### config.mk
export PLATFORM = sky130hd
export DESIGN_NAME = score_display_ctrl
export DESIGN_NICKNAME = d
export VERILOG_FILES = /design/src/rtl/score_display_ctrl.sv
export SDC_FILE = /design/constraint.sdc
export NUM_CORES = 1
export LEC_CHECK = 0
export CORE_UTILIZATION = 26
export CTS_BUF_LIST = sky130_fd_sc_hd__clkbuf_8
export CTS_CLUSTER_DIAMETER = 50
export DETAILED_ROUTE_END_ITERATION = 10
export RECOVER_POWER = 50
export SLEW_MARGIN = 5
export SYNTH_ARGS = -nofsm -noshare
export SYNTH_HDL_FRONTEND = slang
export SYNTH_SLANG_ARGS = --single-unit
### constraint.sdc
create_clock -name clk -period 2.6 [get_ports clk]
set_input_delay 0.26 -clock clk [delete_from_list [all_inputs] [get_ports clk]]
set_output_delay 0.26 -clock clk [all_outputs]
set_load 0.005 [all_outputs]
### src/rtl/score_display_ctrl.sv
// Pong score overlay: tracks both scores, detects the win, blinks the winner's digit,
// and renders the score boxes through a shared sprite ROM with a 2-cycle row/col -> rgb pipeline.
module score_display_ctrl #(
    parameter int DIGIT_W      = 11,
    parameter int DIGIT_H      = 16,
    parameter int LEFT_X       = 280,
    parameter int RIGHT_X      = 349,
    parameter int TOP_Y        = 20,
    parameter int WIN_SCORE    = 9,
    parameter int BLINK_FRAMES = 30
) (
    input  logic       clk,
    input  logic       rst_n,
    input  logic [9:0] row,
    input  logic [9:0] col,
    input  logic       frame_start,
    input  logic       point_left,
    input  logic       point_right,
    input  logic       game_restart,
    output logic [3:0] rom_digit,
    output logic [9:0] rom_row,
    output logic [9:0] rom_col,
    input  logic [2:0] rom_rgb,
    output logic [2:0] rgb,
    output logic [3:0] score_left,
    output logic [3:0] score_right,
    output logic       game_over,
    output logic       winner
);

    localparam int FW = (BLINK_FRAMES > 1) ? $clog2(BLINK_FRAMES) : 1;
    localparam logic [FW-1:0] FRAME_LAST = FW'(BLINK_FRAMES - 1);
    localparam logic [3:0]  WIN  = 4'(WIN_SCORE);
    localparam logic [10:0] LX0  = 11'(LEFT_X);
    localparam logic [10:0] LX1  = 11'(LEFT_X + DIGIT_W);
    localparam logic [10:0] RX0  = 11'(RIGHT_X);
    localparam logic [10:0] RX1  = 11'(RIGHT_X + DIGIT_W);
    localparam logic [10:0] TY0  = 11'(TOP_Y);
    localparam logic [10:0] TY1  = 11'(TOP_Y + DIGIT_H);
    localparam logic [9:0]  LXC  = 10'(LEFT_X);
    localparam logic [9:0]  RXC  = 10'(RIGHT_X);
    localparam logic [9:0]  TYC  = 10'(TOP_Y);

    typedef enum logic {PLAY, OVER} state_t;

    state_t        state;
    logic [FW-1:0] frame_cnt;
    logic          blink;
    logic [3:0]    next_left;
    logic [3:0]    next_right;

    always_comb begin
        next_left  = score_left + {3'b000, point_left};
        next_right = score_right + {3'b000, point_right};
    end

    // Game FSM; the move to OVER happens on the same edge that lands the winning point,
    // so no further increment can ever push a score past WIN_SCORE.
    always_ff @(posedge clk or negedge rst_n) begin
        if (!rst_n) begin
            state       <= PLAY;
            score_left  <= 4'd0;
            score_right <= 4'd0;
            game_over   <= 1'b0;
            winner      <= 1'b0;
            frame_cnt   <= '0;
            blink       <= 1'b0;
        end else if (game_restart) begin
            state       <= PLAY;
            score_left  <= 4'd0;
            score_right <= 4'd0;
            game_over   <= 1'b0;
            winner      <= 1'b0;
            frame_cnt   <= '0;
            blink       <= 1'b0;
        end else begin
            case (state)
                PLAY: begin
                    score_left  <= next_left;
                    score_right <= next_right;
                    if (next_left == WIN || next_right == WIN) begin
                        state     <= OVER;
                        game_over <= 1'b1;
                        winner    <= (next_left != WIN);
                        frame_cnt <= '0;
                        blink     <= 1'b0;
                    end
                end
                OVER: begin
                    if (frame_start) begin
                        if (frame_cnt == FRAME_LAST) begin
                            frame_cnt <= '0;
                            blink     <= ~blink;
                        end else begin
                            frame_cnt <= frame_cnt + 1'b1;
                        end
                    end
                end
                default: state <= PLAY;
            endcase
        end
    end

    logic row_in, hit_l, hit_r, vis_l, vis_r;
    logic s1_hit_l, s1_hit_r, s1_vis;

    always_comb begin
        row_in = ({1'b0, row} >= TY0) && ({1'b0, row} < TY1);
        hit_l  = row_in && ({1'b0, col} >= LX0) && ({1'b0, col} < LX1);
        hit_r  = row_in && ({1'b0, col} >= RX0) && ({1'b0, col} < RX1);
        vis_l  = !((state == OVER) && !winner && blink);
        vis_r  = !((state == OVER) && winner && blink);
    end

    // Stage 1 snapshots the digit and its visibility so a pixel in flight never tears.
    always_ff @(posedge clk or negedge rst_n) begin
        if (!rst_n) begin
            s1_hit_l  <= 1'b0;
            s1_hit_r  <= 1'b0;
            s1_vis    <= 1'b0;
            rom_digit <= 4'd0;
            rom_row   <= 10'd0;
            rom_col   <= 10'd0;
            rgb       <= 3'b000;
        end else begin
            s1_hit_l <= hit_l;
            s1_hit_r <= hit_r;
            if (hit_l) begin
                rom_digit <= score_left;
                rom_row   <= row - TYC;
                rom_col   <= col - LXC;
                s1_vis    <= vis_l;
            end else if (hit_r) begin
                rom_digit <= score_right;
                rom_row   <= row - TYC;
                rom_col   <= col - RXC;
                s1_vis    <= vis_r;
            end else begin
                rom_digit <= 4'd0;
                rom_row   <= 10'd0;
                rom_col   <= 10'd0;
                s1_vis    <= 1'b0;
            end
            rgb <= ((s1_hit_l || s1_hit_r) && s1_vis) ? rom_rgb : 3'b000;
        end
    end

endmodule

==> results.cfg, run 1 <==
[synth]
async_flop_share = 1.00
ys_ff_latch = 47
synthFlopType = dfrtp_1
yosysUniqueCellTypes = 53
synthCells = 227
synth_top_area_cell = dfrtp_1
yosysMostFrequentCell = dfrtp_1
yosysWarnings = 0
yosysSeqAreaShare = 0.497
syn_nets = 268
synth_edf_count = 0
synth_area_leaders = dfrtp_1 (50%), ha_1 (6.3%), nor2_1 (4.9%), a21oi_1 (2.1%), mux2i_1 (2.1%)
ys_top_cells_by_count = dfrtp_1 (47), nor2_1 (31), ha_1 (12)
synth_top_area_share = 0.497
synth_area_mm2 = 0.00237
avgSynthCellArea_um2 = 10.4

[power_and_ir_drop]
p_per_area_mw_per_mm2 = 416
p_int_mw = 1.01
combPwrFrac = 0.131
seq_power_share = 0.546
p_leak_nw = 1.48
p_clk_frac = 0.322
peakVddDrop_uv = 178
total_power_mw = 1.37
swShare = 0.258
switching_power_uw = 352

[sta]
fin_setup_tns_ns = 0
worst_slew_pin_slew_ns = 1.46
min_period_ns = 2.19
finalSetupViolations = 0
slew_viol_final = 0
post-route-period-util = 0.841
slew_headroom = 0.0271
max_freq_mhz = 458
finClkSkew_ns = 0.0101
rsz0062_at_grt = false
hold_viol_final = 0

[clock_tree]
path_clk_slew_ns = 0.09
cts.htree.levels = 2
clock-sinks = 47
cts_tree = built
cts_buffers = 5
cts-root-buf = clkbuf_8
clk_latency_ns = 0.30
cts_buffer_depth = 2

[detailed_routing]
drc = 0
dr.pass1.iters = 4
vias_per_cell = 4.65
wl_per_cell_um = 14.0
wl_mm = 5.79
vias = 1927
initialDrtViolationCount = 75
ant_nets = 0

[setup_path]
path_class = flop to flop
crit_chain = ha_1, ha_1, xor2_1, nor3b_1, nand3_1, and3_1, a211o_1
crit_family = simple AND/OR/NAND/NOR gates
cp-start-kind = flop
crit_top_cell = ha_1
arrival_ns = 2.37
endpoint_kind = flop
max_stage_delay_ns = 0.43
cp_max_fo = 4
worst-endpoint-required_ns = 2.78
ff2ff_path_depth = 7
critPathBufInv = 0
cp_num_cells = 7
cp_slowest_cell = dfrtp_1

[global_routing]
gr-usage-met1 = 0.182
grtUsageMet2 = 0.218
grtUsageTotal = 0.134
overflow = 0
grt_pass1_wl_mm = 10.3
grt_pass1_vias = 2074
grt_max_degree = 26
grtUsageMet3 = 0.0273
grt_antenna_before_repair = 0
grt-busiest-layer = met2

[layout]
post_route_cells_drive_above_1_share = 0.0850
diodes = 0
design_area_mm2 = 0.00328
final_nets = 346
syn2layout_area_growth_pct = 38.7

[place]
portBuffers = 65
dp_hpwl_mm = 4.24
routabilityCongestion = 0.774
dpl-instance-area_mm2 = 0.00319

[flow_run]
max_cap_viol_count = 0

[worst_hold_path]
min_delay_path_depth = 3
hold_path.class = primary input to flop

[die]
die_h_um = 97.4
start_util = 0.270
dieArea_mm2 = 0.00949
io_pins = 66
core_mm2 = 0.00876
rows = 34
die_w_um = 97.4

[status]
status = completed
[what timing repair did]
| item | in CTS | in global routing |
|---|---|---|
| resized for setup | 0 | 0 |
| setup buffers | 0 | 0 |
| hold buffers | 1 | 0 |
| endpoints found under the hold margin | 24 | 0 |
[routing by layer]
metal,vias to the layer above,routed length (µm)
met5,-,0
met4,0,56
met3,5,254
met2,54,2730
met1,916,2750
li1,952,-
[layout by cell type (no fill, tap or decap), drive strengths merged, types with 2 or more instances in the layout]
master / n
clkinv: 3
xnor2: 5
nand3: 7
a211oi: 2
dfrtp: 47
a22oi: 5
nand3b: 2
nor2: 31
inv: 10
nor3: 3
nor2b: 6
a221oi: 2
o31ai: 2
mux2i: 5
buf: 12
nand2: 11
a21o: 4
o21a: 4
xor2: 5
or3b: 2
and2: 4
dlygate4sd3: 8
ha: 12
a31oi: 2
clkdlybuf4s50: 57
a21oi: 10
nor4: 2
nand2b: 6
o21ai: 8
nor3b: 4
clkbuf: 6
[layout make-up]
cell class	count	area, µm²
fillers	901	5480
well taps	108	135
clock inverters	3	15.0
flip-flops and latches	47	1180
inverters	10	37.5
multi-input cells	163	1110
clock buffers	5	68.8
repair buffers	78	744
[stage by stage]
stage | hold slack [ns] | setup WS, ns | std cells | utilization
CTS | 0.506 | 0.410 | 414 | 0.375
floorplan | -0.0356 | 0.658 | 227 | -
global route | 0.516 | 0.260 | 414 | 0.375
global placement | 0.281 | 0.164 | 405 | 0.364
detailed placement | 0.301 | 0.160 | 405 | 0.364
finish | 0.512 | 0.414 | 414 | 0.375
[sequential cells by signal, indices dropped and copies added, names as in the netlist]
register / flops
winner: 1
state: 1
rgb: 3
s1_hit_r: 1
game_over: 1
s1_hit_l: 1
score_right: 4
rom_col: 10
score_left: 4
rom_row: 10
s1_vis: 1
rom_digit: 4
frame_cnt: 5
blink: 1
[worst min-delay path, delay by kind of cell]
kind / cells / cell delay (ns)
simple gates: 1 / 0.04
buf+inv: 2 / 0.49
[power by group through the flow]
stage                     registers, mW  clock network [mW]  logic (mW)
final                             0.746               0.440       0.179
after global routing              0.748               0.495       0.201
after CTS                         0.747               0.466       0.181
after detailed placement          0.761                   0       0.178
after global placement            0.761                   0       0.178
after floorplan                   0.760                   0      0.0715
[final timing paths]
path,startpoint,end,slack (ns)
worst min register to register,game_over,game_over,0.51
worst min-delay path,row[0],rom_row[0],0.51
worst max register to register,score_right[0],frame_cnt[2],0.41
max in group asynchronous,rst_n,blink,0.74
worst max-delay path,score_right[0],frame_cnt[2],0.41
min in group asynchronous,rst_n,rom_row[1],0.83
[cell families (layout without fill, tap and decap cells)]
group | after synthesis | count (layout) | share of synthesized area
flip-flops | 47 | 47 | 0.497
AO/OA/AOI/OAI | 48 | 48 | 0.147
buffers and inverters | 17 | 96 | 0.0354
adder cells (fa/ha/maj) | 12 | 12 | 0.0634
XOR/XNOR | 10 | 10 | 0.0370
multiplexers | 5 | 5 | 0.0211
AND/OR/NAND/NOR | 88 | 88 | 0.199
Note: power is estimated with default switching activity, not from simulation.
==> run 2, diff against run 1 <==
==> constraint.sdc (replaced) <==
create_clock -name clk -period 2.2 [get_ports clk]
set_input_delay 0.22 -clock clk [delete_from_list [all_inputs] [get_ports clk]]
set_output_delay 0.22 -clock clk [all_outputs]
set_load 0.005 [all_outputs]
==> run 2 against run 1 <==
  * Critical path depth unchanged
  * Critical endpoint unchanged
  * Wire length down 3.6%
  * Sequential power up 18%
  * Clock skew down 0.0054 ns
  * Power up 19%
  * Maximum frequency up 8.3%
==> results.cfg, run 2 (same netlist as run 1, synthesis figures left out) <==
[status]
status = completed

[global_routing]
grt_pass1_vias = 1969
overflow = 0
grt_pass1_wl_mm = 9.57
grtUsageTotal = 0.125
grt_max_degree = 48
grt_antenna_before_repair = 0

[setup_path]
path_class = flop to flop
arrival_ns = 2.20
endpoint_kind = flop
cp-start-kind = flop
worst-endpoint-required_ns = 2.38
reg2reg_from = score_left[0]
startpoint = score_left[0]
cp_max_fo = 4

[sta]
rsz0062_at_grt = false
max_freq_mhz = 496
whs_ns = 0.230
min_period_ns = 2.02
finClkSkew_ns = 0.00475
worst_slew_pin_slew_ns = 1.16
hold_viol_final = 0
finalSetupViolations = 0
slew_headroom = 0.227
slew_viol_final = 0
post-route-period-util = 0.917

[detailed_routing]
vias = 1970
ant_nets = 0
vias_per_cell = 4.68
drc = 0
dr.pass1.iters = 4
initialDrtViolationCount = 90
wl_per_cell_um = 13.3
wl_mm = 5.58

[clock_tree]
clock-sinks = 47
cts_buffers = 5
post_cts_buffers = 0
cts_resized = 0
holdBufCountCts = 0
clk_latency_ns = 0.29
path_clk_slew_ns = 0.08
cts_tree = built
cts_buffer_depth = 2
cts-root-buf = clkbuf_8
cts.htree.levels = 2

[place]
routabilityCongestion = 0.767
portBuffers = 65
place_inst = 414
dp_hpwl_mm = 4.13

[layout]
post_route_cells_drive_above_1_share = 0.115
final_nets = 354
layout_commonest_cell = clkdlybuf4s50_1
layout_common_cells = clkdlybuf4s50_1 (57), dfrtp_1 (47), nor2_1 (31)
diodes = 0
stdcell_count = 421
syn2layout_area_growth_pct = 41.5
fill_cells = 903
reg.largest.list = rom_col: 10 flops, rom_row: 10 flops, frame_cnt: 5 flops

[die]
core_mm2 = 0.00876
rows = 34
dieArea_mm2 = 0.00949
start_util = 0.270
io_pins = 66
die_w_um = 97.4
die_h_um = 97.4

[power_and_ir_drop]
p_leak_nw = 1.52
peakVddDrop_uv = 304
p_per_area_mw_per_mm2 = 485

[flow_run]
max_cap_viol_count = 0

[worst_hold_path]
hold_path.class = primary input to async pin
run 2: worst paths after layout:
kind                       depth (start not counted)  slack [ns]             to
setup reg to reg                                   7        0.18   frame_cnt[2]
min in group clk                                   3        0.47     rom_row[1]
setup / recovery                                   7        0.18   frame_cnt[2]
hold / removal                                     2        0.23     rom_row[1]
max in group asynchronous                          2        1.26  score_left[3]
hold reg to reg                                    1        0.52      game_over
run 2: layout make-up:
cell class	instances	area, µm²	area share
clock buffers	6	82.6	0.0247
clock inverters	1	5.00	0.00149
inverters	10	37.5	0.0112
multi-input cells	163	1110	0.332
flip-flops and latches	47	1180	0.351
well taps	108	135	0.0403
repair buffers	86	801	0.239
run 2: per-layer routing:
layer  track usage  wire (µm)
met2         0.194       2660
met4        0.0452         80
met3        0.0266        243
met5             0          0
met1         0.170       2600
run 2: critical path: stages, from the launching register on:
cell     delay [ns]
dfrtp_1        0.42
ha_1           0.22
ha_1           0.20
xor2_1         0.16
nor3b_1        0.28
a31oi_1        0.14
and3_1         0.19
a211o_1        0.30
run 2: through the flow:
stage / cell area, µm² / total power, mW / TNS, ns / setup slack [ns] / utilization
floorplan: 2370 / 0.982 / 0 / 0.258 / -
global placement: 3260 / 1.12 / -0.0245 / -0.0245 / 0.372
detailed placement: 3260 / 1.12 / -0.107 / -0.107 / 0.372
CTS: 3350 / 1.65 / 0 / 0.105 / 0.382
global route: 3350 / 1.72 / 0 / 0.0372 / 0.382
finish: 3350 / 1.63 / 0 / 0.183 / 0.382
run 2: power breakdown:
part	switching (mW)	internal, mW	total [mW]	leakage (nW)
logic	0.104	0.119	0.224	0.822
registers	0.0112	0.871	0.882	0.654
clock network	0.273	0.247	0.520	0.0470
total	0.389	1.24	1.63	1.52
==> run 3, diff against run 2 <==
--- a/config.mk
+++ b/config.mk
@@ -8,6 +8,7 @@
 export CORE_UTILIZATION = 26
 export CTS_BUF_LIST = sky130_fd_sc_hd__clkbuf_8
 export CTS_CLUSTER_DIAMETER = 50
+export CTS_CLUSTER_SIZE = 40
 export DETAILED_ROUTE_END_ITERATION = 10
 export RECOVER_POWER = 50
 export SLEW_MARGIN = 5
==> results of run 3 <==
The final DEF is identical to that of run 2; final timing and power are the same.
